<file path="src/rtl/runner_ctrl.sv">
// runner_ctrl: player-character state machine with fixed-point jump physics and ducking.
// Define RUNNER_SPEED_DROP_EN to compile in the fast-fall (speed-drop) mode.
module runner_ctrl #(
  parameter int POS_W         = 12,
  parameter int FRAC_BITS     = 4,
  parameter int START_X       = 50,
  parameter int GROUND_Y      = 93,
  parameter int HEIGHT        = 47,
  parameter int WIDTH         = 44,
  parameter int HEIGHT_DUCK   = 25,
  parameter int WIDTH_DUCK    = 59,
  parameter int GRAVITY       = 10,
  parameter int INIT_JUMP_VEL = -10,
  parameter int DROP_VEL      = -5,
  parameter int MIN_JUMP_Y    = 63,
  parameter int MAX_JUMP_Y    = 30,
  parameter int SPEED_SHIFT   = 3
) (
  input  logic                    clk,
  input  logic                    rst,
  input  logic                    update,
  input  logic [5:0]              timer,
  input  logic [4:0]              speed,
  input  logic                    jump,
  input  logic                    duck,
  input  logic                    crash,
  input  logic                    restart,
  output logic signed [POS_W-1:0] x_pos,
  output logic signed [POS_W-1:0] y_pos,
  output logic [9:0]              width,
  output logic [9:0]              height,
  output logic [2:0]              state,
  output logic [2:0]              frame
);

  localparam int YW = POS_W + FRAC_BITS;

  localparam logic signed [YW-1:0]    GROUND_FP  = YW'(GROUND_Y * (2 ** FRAC_BITS));
  localparam logic signed [YW-1:0]    DROP_FP    = YW'(DROP_VEL * (2 ** FRAC_BITS));
  localparam logic signed [YW-1:0]    ACCEL      = YW'(GRAVITY);
  localparam logic signed [YW-1:0]    ACCEL_FAST = YW'(3 * GRAVITY);
  localparam logic signed [POS_W-1:0] GROUND_PX  = POS_W'(GROUND_Y);
  localparam logic signed [POS_W-1:0] DUCK_PX    = POS_W'(GROUND_Y + HEIGHT - HEIGHT_DUCK);
  localparam logic signed [POS_W-1:0] MIN_PX     = POS_W'(MIN_JUMP_Y);
  localparam logic signed [POS_W-1:0] MAX_PX     = POS_W'(MAX_JUMP_Y);

  typedef enum logic [2:0] {WAITING, RUNNING, JUMPING, DUCKING, CRASHED} state_t;
  typedef enum logic [2:0] {
    WAITING0, WAITING1, RUNNING0, RUNNING1, JUMPING0, DUCKING0, DUCKING1, CRASHED0
  } frame_t;

  state_t                  state_q, state_d;
  frame_t                  frame_q, frame_d;
  logic signed [YW-1:0]    y_fp, y_fp_d, vel, vel_d;
  logic signed [YW-1:0]    y_sum, vel_acc, jump_vel;
  logic signed [POS_W-1:0] y_px, sum_px, y_pos_d;
  logic                    reached_min, reached_min_d;
  logic                    crash_hit, fast_fall;

`ifdef RUNNER_SPEED_DROP_EN
  assign fast_fall = duck;
`else
  assign fast_fall = 1'b0;
`endif

  assign jump_vel  = YW'((INIT_JUMP_VEL - int'(speed >> SPEED_SHIFT)) * (2 ** FRAC_BITS));
  assign y_sum     = y_fp + vel;
  assign vel_acc   = vel + (fast_fall ? ACCEL_FAST : ACCEL);
  assign y_px      = POS_W'(y_fp >>> FRAC_BITS);
  assign sum_px    = POS_W'(y_sum >>> FRAC_BITS);
  assign crash_hit = crash && (state_q inside {RUNNING, JUMPING, DUCKING});

  always_comb begin
    // NOTE: every variable gets a default first so no path leaves it unassigned (no latches).
    state_d       = state_q;
    y_fp_d        = y_fp;
    vel_d         = vel;
    reached_min_d = reached_min;
    y_pos_d       = y_pos;
    frame_d       = CRASHED0;

    // NOTE: blocking assignments here, so reached_min_d set below is visible to the clamp test.
    if (crash_hit) begin
      state_d = CRASHED;
    end else if (update) begin
      case (state_q)
        WAITING: if (jump) begin
          state_d = RUNNING;
          y_fp_d  = GROUND_FP;
          vel_d   = '0;
        end
        RUNNING, DUCKING: begin
          if (jump) begin
            state_d       = JUMPING;
            vel_d         = jump_vel;
            reached_min_d = 1'b0;
          end else if (state_q == RUNNING && duck) begin
            state_d = DUCKING;
          end else if (state_q == DUCKING && !duck) begin
            state_d = RUNNING;
            y_fp_d  = GROUND_FP;
            vel_d   = '0;
          end
        end
        JUMPING: begin
          if (y_sum > GROUND_FP) begin
            state_d = duck ? DUCKING : RUNNING;
            y_fp_d  = GROUND_FP;
            vel_d   = '0;
          end else begin
            y_fp_d        = y_sum;
            vel_d         = vel_acc;
            reached_min_d = reached_min || (y_px < MIN_PX);
            if (reached_min_d && !fast_fall && (!jump || sum_px < MAX_PX) && vel_acc < DROP_FP)
              vel_d = DROP_FP;
          end
        end
        CRASHED: if (restart) begin
          state_d       = WAITING;
          y_fp_d        = GROUND_FP;
          vel_d         = '0;
          reached_min_d = 1'b0;
        end
        default: state_d = WAITING;
      endcase
    end

    // The standing-sprite y lives in y_fp; the ducking sprite is bottom-aligned on top of it.
    case (state_d)
      WAITING: begin
        frame_d = (timer >= 6'd30) ? WAITING0 : WAITING1;
        y_pos_d = POS_W'(y_fp_d >>> FRAC_BITS);
      end
      RUNNING: begin
        frame_d = ((timer % 6'd10) < 6'd5) ? RUNNING0 : RUNNING1;
        y_pos_d = POS_W'(y_fp_d >>> FRAC_BITS);
      end
      JUMPING: begin
        frame_d = JUMPING0;
        y_pos_d = POS_W'(y_fp_d >>> FRAC_BITS);
      end
      DUCKING: begin
        frame_d = ((timer % 6'd20) < 6'd10) ? DUCKING0 : DUCKING1;
        y_pos_d = DUCK_PX;
      end
      default: begin
        frame_d = CRASHED0;
        y_pos_d = y_pos;
      end
    endcase
  end

  // NOTE: sequential state uses non-blocking assignments only.
  always_ff @(posedge clk or negedge rst) begin
    if (!rst) begin
      state_q     <= WAITING;
      frame_q     <= WAITING0;
      y_fp        <= GROUND_FP;
      vel         <= '0;
      reached_min <= 1'b0;
      y_pos       <= GROUND_PX;
    end else begin
      state_q     <= state_d;
      frame_q     <= frame_d;
      y_fp        <= y_fp_d;
      vel         <= vel_d;
      reached_min <= reached_min_d;
      y_pos       <= y_pos_d;
    end
  end

  assign x_pos  = POS_W'(START_X);
  assign state  = state_q;
  assign frame  = frame_q;
  assign width  = (state_q == DUCKING) ? 10'(WIDTH_DUCK)  : 10'(WIDTH);
  assign height = (state_q == DUCKING) ? 10'(HEIGHT_DUCK) : 10'(HEIGHT);

endmodule

</file>
<file path="config.mk">
export PLATFORM = sky130hd
export DESIGN_NAME = runner_ctrl
export DESIGN_NICKNAME = d
export VERILOG_FILES = /design/src/rtl/runner_ctrl.sv
export SDC_FILE = /design/constraint.sdc
export NUM_CORES = 1
export LEC_CHECK = 0
export CORE_MARGIN = 5
export CORE_UTILIZATION = 55
export CTS_CLUSTER_SIZE = 20
export DETAILED_ROUTE_END_ITERATION = 16
export DONT_BUFFER_PORTS = 1
export PLACE_DENSITY = 0.72
export SETUP_SLACK_MARGIN = 0.15
export SLEW_MARGIN = 20
export SYNTH_ARGS = -nofsm -noshare
export SYNTH_HDL_FRONTEND = slang
export SYNTH_SLANG_ARGS = --single-unit
</file>
<file path="constraint.sdc">
create_clock -name clk -period 5.82 [get_ports clk]
set_clock_uncertainty 0.1 [all_clocks]
set_input_delay 0.873 -clock clk [delete_from_list [all_inputs] [get_ports clk]]
set_output_delay 0.873 -clock clk [all_outputs]
set_load 0.1 [all_outputs]
</file>
### Word-level counts from Yosys, hierarchy flattened

Index checks and enable logic that the tools add are counted.

| storage, ports and cells | value |
|---|---|
| bits of input ports | 18 |
| bits in registers | 51 |
| output and inout bits | 50 |
| memories kept | 0 |
| bits in writable memories | 0 |
| ROM bits | 0 |
| word-level logic and storage cells | 94 |
| bits in latches | 0 |

| cells by class | value |
|---|---|
| add/subtract/negate cells | 3 |
| multiplexer cells | 38 |
| bitwise logic cells | 1 |
| shift operators | 0 |
| reduce and logical (&&, ||, !) cells | 20 |
| multipliers | 0 |
| divide/modulo/power cells | 2 |
| order comparisons | 7 |
| equality and inequality tests | 16 |

Operators with widths:

| cell | number |
|---|---|
| $mux 16 | 15 |
| $pmux 16 s4 | 2 |
| $mux 3 | 8 |
| $pmux 12 s2 | 1 |
| $pmux 3 s4 | 2 |
| $add 16x16->16 | 1 |
| $add 16x5->16 const B | 1 |
| $gt 16x12->1 const B | 1 |
| $lt 16x8->1 const B | 1 |
| $ne 2x2->1 const B | 7 |
| $eq 3x2->1 const B | 4 |
| $lt 12x6->1 const B | 1 |
| $lt 12x7->1 const B | 1 |
| $reduce_and 8->1 | 1 |
| $reduce_and 7->1 | 1 |
| $eq 3x1->1 const B | 2 |
| $ge 6x5->1 const B | 1 |
| $logic_not 3->1 | 2 |
| $lt 6x3->1 const B | 1 |
| $lt 6x4->1 const B | 1 |
| $mod 6x4->6 const B | 1 |
| $mod 6x5->6 const B | 1 |
| $mux 6 | 1 |
| $ne 3x3->1 const B | 2 |
| 16 further kinds | 28 |

### Logic depth before layout (Yosys ltp)

Gate-level depths: netlist of the first run.

| logic depth | value |
|---|---|
| depth after elaboration | 11 |
| depth in mapped cells | 14 |
| depth with buffers taken out | 13 |

### Worst setup path after synthesis of the first run

Ideal clock, no wire load.

| path | value |
|---|---|
| path kind | register to output |
| start | register state_q[1] (netlist: state[1]) |
| end | output width[0] |
| setup slack | 1.377 ns |
| cell stages (with the launch flop) | 6 |
| data arrival time | 3.470 ns |
| buffers on the path | 2 |
| data required time | 4.847 ns |
| cell sequence | dfrtp_1 clkbuf_4 nor2b_1 nand2_1 inv_1 buf_4 |

| between the ends | value |
|---|---|
| word-level cells in the longest chain between the ends | 2 |

Ends and longest elaborated chain:

| item | RTL line | RTL |
|---|---|---|
| from (decl) | 52 | `state_t state_q, state_d;` |
| from (signal assigned) | 163 | `state_q <= state_d;` |
| $eq 3x2->1 | 175 | `assign width = (state_q == DUCKING) ? 10'(WIDTH_DUCK) : 10'(WIDTH);` |
| $mux 5 | 175 |  |
| to (decl) | 30 | `output logic [9:0] width,` |

Every way passes these cells.

### Final worst setup path of the first run

| path | value |
|---|---|
| start | register y_fp[8] |
| end | register vel[4] |

| between the ends | value |
|---|---|
| word-level cells in the longest chain between the ends | 8 |
| elaborated cells on any way between the ends | 11 |
| classes of those cells | 1 x add/sub; 3 x order compare; 3 x mux; 4 x reduce/logical |

Ends and longest elaborated chain:

| item | RTL line | RTL |
|---|---|---|
| from (decl) | 54 | `logic signed [YW-1:0] y_fp, y_fp_d, vel, vel_d;` |
| from (signal assigned) | 165 | `y_fp <= y_fp_d;` |
| $add 16x16->16 | 67 | `assign y_sum = y_fp + vel;` |
| $lt 12x6->1 | 114 | `if (reached_min_d && !fast_fall && (!jump \|\| sum_px < MAX_PX) && vel_acc < DROP_FP)` |
| $logic_or 1x1->1 | 114 |  |
| $logic_and 1x1->1 (2 in a row) | 114 |  |
| $mux 16 | 114 |  |
| $mux 16 * | 106 | `if (y_sum > GROUND_FP) begin` |
| $pmux 16 s4 * | 86 | `case (state_q)` |
| to (signal assigned) | 166 | `vel <= vel_d;` |
| to (decl) | 54 |  |

Every way passes the cells marked *; elsewhere a longest branch is shown, timed or not.
A chain may end at the register's enable or synchronous reset.

==> metrics.txt, run 1 <==
outcome=finished, final reports clean; placed wire-length estimate=7760 um; sequential share of the synthesized area=0.299; Post-synth EDFFs=0; Core Box Area=0.00761 sq mm; Chip Width=97.7 um; cells after synthesis=498; Ports=68; total gr overflow=0; Hold Crit Class=in2async; #FFs+latches synth=50; WL final=10400 um; Min Hold Slack=140 ps; largest net degree at the start of global routing=51; Via Count=3680; RSZ-0062 raised after global routing=false; Hold Buf Count CTS=0; GPL Wtd Cong=0.906; CTS resizes=0; Clk Latency, worst-skew pair=310 ps; htree depth=2; wire length per cell=17.7 um; DRC Markers=0; I/O Buffers=0; Mapped Avg Cell Area=8.50 sq um; Initial Util=0.556; clock network power share=0.076; Seq pwr share=0.351; layout cells sized above 1=0.115; Crit path max-delay family=compound AO/OA/AOI/OAI gates; WP data required=5910 ps; Crit path largest cell delay=590 ps; fmax=247 MHz; Crit Path Category=reg2reg; Post-synth ARST share=1.00; Critical-path top delay cell=a21oi_2; Max rail drop VDD=0.553 mV; Final ANT Viol Nets=0; worst path buffer plus inverter count=0; Synth Cell Area=0.00423 sq mm; Post-CTS Setup Bufs=0; vias per cell=6.26; Final Critical Period=4050 ps; P per Cell Area=652 mW/mm^2; die height=97.7 um; YS warnings=0; initial antenna violation count=0; switching share of power=0.585; Leak Pwr=1.94 nW; crit path DAT=4140 ps; Final setup viols=0; Worst Setup Start Kind=flip-flop; cell chosen for the clock root=clkbuf_8; CTS tree=done; vias in the first global route=3455; critical path capture point type=flip-flop; fin crit share=0.696; Int Power=1.16 mW; CTS buffer count=5; Max Root-Sink Buffers=2; combinational share of power=0.573; FP Rows=32; Layout Nets=521; synth-to-layout area growth=1.15%; crit-path cells=ha_1 -> a211o_1 -> a211oi_4 -> a211oi_1 -> o21a_1 -> o311ai_4 -> a21oi_1 -> a21oi_2 -> o21ai_0 -> a221o_1; Antenna diodes=0; DRT iter0 DRCs=251; Hold Violations, Final=0; Num Clock Sinks=50; setup TNS=0 ps; global-route wire length before repair=17000 um; Sw Pwr=1.63 mW; max-slew violations=0; Die ar.=0.00955 sq mm; DRT Pass-1 Iters=5; GRT Total Usage=0.211; Slew headroom=0.285; max capacitance violation total=0; clk slew on worst S/H paths=100 ps; crit path max fanout=16; Tightest Pin Transition=1080 ps; Synth Flop Type=dfrtp_1; post-synthesis cell type count=82
## placed cells by master (no fill, tap or decap), types with 6 or more instances in the layout
master	n
a211oi_1	8
a21o_1	6
a21oi_1	30
a22o_1	7
and2_1	7
and3_1	6
buf_4	6
conb_1	24
dfrtp_1	40
dfstp_2	10
ha_1	18
inv_1	18
nand2_1	40
nand2b_1	6
nand3_1	9
nor2_1	38
nor2b_1	7
nor3_1	23
o211a_1	7
o211ai_1	6
o21a_1	7
o21ai_0	25
o22ai_1	7
or2_2	7
xnor2_1	6
xor2_1	7
## path summary, 6_finish.rpt
check,slack [ps],from,endpoint,depth (start not counted)
max reg2reg,1770,y_fp[8],vel[4],10
min in group clk,410,reached_min,reached_min,1
max in group asynchronous,5290,rst,y_fp[7],0
min,140,rst,y_fp[5],0
max,1770,y_fp[8],vel[4],10
min reg2reg,410,reached_min,reached_min,1
## cell families (layout without fill, tap and decap cells)
| logic type | Yosys count | after routing | share of synthesized area |
|---|---|---|---|
| compound gates | 174 | 174 | 0.316 |
| xor+xnor | 13 | 13 | 0.0269 |
| fa+ha+maj | 18 | 18 | 0.0532 |
| buf+inv | 69 | 35 | 0.0907 |
| flops | 50 | 50 | 0.299 |
| mux | 4 | 4 | 0.0101 |
| other cells | 2 | 24 | 0.00177 |
| simple gates | 168 | 168 | 0.202 |
## Yosys cell counts, types with 7 or more instances
master	count	share of area
nand2_1	41	0.036
dfrtp_1	40	0.24
nand3_1	9	0.011
o21ai_0	25	0.030
clkbuf_1	11	0.0098
a21oi_1	30	0.035
o21a_1	7	0.012
and2_1	7	0.010
nor3_1	23	0.027
dfstp_2	10	0.062
o22ai_1	7	0.010
xor2_1	7	0.014
inv_1	19	0.017
o211a_1	7	0.017
a211oi_1	8	0.014
a22o_1	7	0.014
nor2_1	38	0.034
nor2b_1	7	0.010
buf_4	32	0.057
ha_1	18	0.053
or2_2	7	0.010
## state kept, by name, summed over array words and instances (netlist names)
register     count
y_fp            16
vel             15
reached_min      1
y_pos           12
state            3
frame            3
## routing by layer
metal / global-route usage / routed length, um / vias up
met3: 0.0488 / 716 / 11
met1: 0.297 / 4790 / 1761
met4: 0.0447 / 98 / 0
met2: 0.334 / 4780 / 116
li1: - / - / 1792
met5: 0 / 0 / -
## power groups by stage
stage / Clock, mW / Sequential, mW / Combinational (mW)
after floorplan: 0 / 0.984 / 1.28
after global placement: 0 / 0.983 / 1.54
after detailed placement: 0 / 0.982 / 1.57
after CTS: 0.214 / 0.978 / 1.58
after global routing: 0.228 / 1.00 / 1.74
final: 0.211 / 0.981 / 1.60
## per-stage QoR
| stage | power (mW) | std cells | util | worst slack (ps) | instance area [sq um] |
|---|---|---|---|---|---|
| finish | 2.79 | 588 | 0.563 | 1770 | 4280 |
| global route | 2.97 | 588 | 0.563 | 1570 | 4280 |
| CTS | 2.77 | 588 | 0.563 | 1810 | 4280 |
| detailed placement | 2.56 | 580 | 0.551 | 1850 | 4190 |
| global placement | 2.52 | 580 | 0.551 | 1910 | 4190 |
| floorplan | 2.27 | 520 | - | 1380 | 4320 |
## final cells by class
class	instances	area, sq um
Clock buffer	5	68.8
Sequential cell	50	1260
Multi-Input combinational cell	401	2680
Inverter	21	81.3
Timing Repair Buffer	6	45.0
Fill cell	711	3330
Tap cell	102	128
Clock inverter	3	20.0
Power figures use the tool's default switching activity.
==> inputs of run 2 (changes only) <==
Clock period 5.82 ns to 3.95 ns, I/O delays scaled along.
==> metrics.txt, run 2 (synthesis results as in run 1) <==
outcome=finished, final reports clean; Final Non-Filler Cells=605; P per Cell Area=985 mW/mm^2; GPL Wtd Cong=0.919; GRT Total Usage=0.225; Antenna diodes=0; Chip Width=97.7 um; CTS buffer count=5; most frequent cells in the layout=40 x nand2_1, 39 x dfrtp_1, 38 x nor2_1; WP data required=4090 ps; layout cells sized above 1=0.153; crit path max fanout=7; DRC Markers=0; final instance area=0.00453 sq mm; I/O Buffers=0; largest net degree at the start of global routing=41; max capacitance violation total=0; Worst Setup Start Kind=flip-flop; Slew headroom=0.365; FP Rows=32; Final Critical Period=3700 ps; Layout Nets=538; wire length per cell=17.5 um; cell chosen for the clock root=clkbuf_8; DRT Pass-1 Iters=5; vias per cell=6.26; initial antenna violation count=0; Layout Utilization=0.596; setup TNS=0 ps; Hold Crit Class=in2async; Via Count=3787; reg-to-reg startpoint=y_fp[8]; Post-DP Area=0.00432 sq mm; Initial Util=0.556; htree depth=2; Core Box Area=0.00761 sq mm; Crit Path Category=reg2reg; clk slew on worst S/H paths=100 ps; crit path DAT=3840 ps; WL final=10600 um; Largest register FFs=16; critical path capture point type=flip-flop; biggest regs=y_fp x16, vel x15, y_pos x12; Min Hold Slack=11.5 ps; Ports=68; commonest non-fill, non-tap cell in the layout=nand2_1; global-route wire length before repair=17900 um; total gr overflow=0; Leak Pwr=2.06 nW; CTS tree=done; max-slew violations=0; Final setup viols=0; DRT iter0 DRCs=284; Clk Latency, worst-skew pair=310 ps; Final ANT Viol Nets=0; fin crit share=0.936; RSZ-0062 raised after global routing=false; Critical-path top delay cell=dfstp_2; fmax=270 MHz; Crit path largest cell delay=580 ps; r2r endpoint=y_pos[6]; cell count after placement=592; Max rail drop VDD=0.812 mV; crit-path cells=ha_1 -> a211o_1 -> a211oi_4 -> a2111oi_2 -> or4_4 -> a22oi_2 -> a21bo_4 -> a311o_1 -> o21a_1 -> a2111o_1; synth-to-layout area growth=7.12%; fin worst setup slack=251 ps; Tightest Pin Transition=947 ps; Num Clock Sinks=50; Setup WS pre-CTS=207 ps; Max Root-Sink Buffers=2; vias in the first global route=3622; placed wire-length estimate=7920 um; Die ar.=0.00955 sq mm; worst path buffer plus inverter count=0; die height=97.7 um; Worst R2R Setup Slack=250 ps; R2R depth=10; Hold Violations, Final=0; total chip power=4.46 mW; most flop-heavy register=y_fp; Crit path max-delay family=compound AO/OA/AOI/OAI gates
[run 2: cell types whose count changed in the layout (fill, tap and decap cells not counted), moves of 2 or more]
cell,delta
buf_4,+13
a21oi_1,-2
buf_12,+2
bufinv_16,+2
o21ai_0,-2
o21ai_1,+2
[run 2: what timing repair did]
action / CTS / global route
hold buffers: 1 / 1
setup endpoints to repair: 0 / 21
buffers inserted: 0 / 3
hold endpoints to repair: 40 / 2
resized for setup: 0 / 11
[run 2: how the worst max path moves through the flow]
stage | startpoint | endpoint | slack, ps | depth (start not counted)
global placement | y_fp[8] | y_pos[0] | 220 | 10
CTS | y_fp[8] | y_pos[0] | 160 | 10
finish | y_fp[8] | y_pos[6] | 250 | 10
detailed placement | y_fp[8] | y_pos[0] | 210 | 10
floorplan | state[2] | width[0] | 380 | 5
global route | y_fp[8] | y_pos[6] | 140 | 10
[run 2: area by class of cell]
cell class / count / area, sq um
Timing Repair Buffer: 23 / 220
Clock buffer: 5 / 68.8
Tap cell: 102 / 128
Multi-Input combinational cell: 401 / 2710
Clock inverter: 3 / 63.8
Inverter: 21 / 82.6
Sequential cell: 50 / 1260
Fill cell: 689 / 3070
[run 2: layer usage]
| metal | vias to the layer above | wire length, um | GRT usage |
|---|---|---|---|
| met3 | 17 | 747 | 0.0495 |
| li1 | 1821 | - | - |
| met4 | 0 | 180 | 0.0703 |
| met5 | - | 0 | 0 |
| met2 | 134 | 4820 | 0.345 |
| met1 | 1815 | 4860 | 0.316 |
[run 2: power by group]
part	switching (mW)	total, mW	internal, mW	leakage (nW)
Clock	0.176	0.427	0.251	0.0658
Sequential	0.723	1.46	0.739	0.632
Combinational	1.59	2.58	0.985	1.36
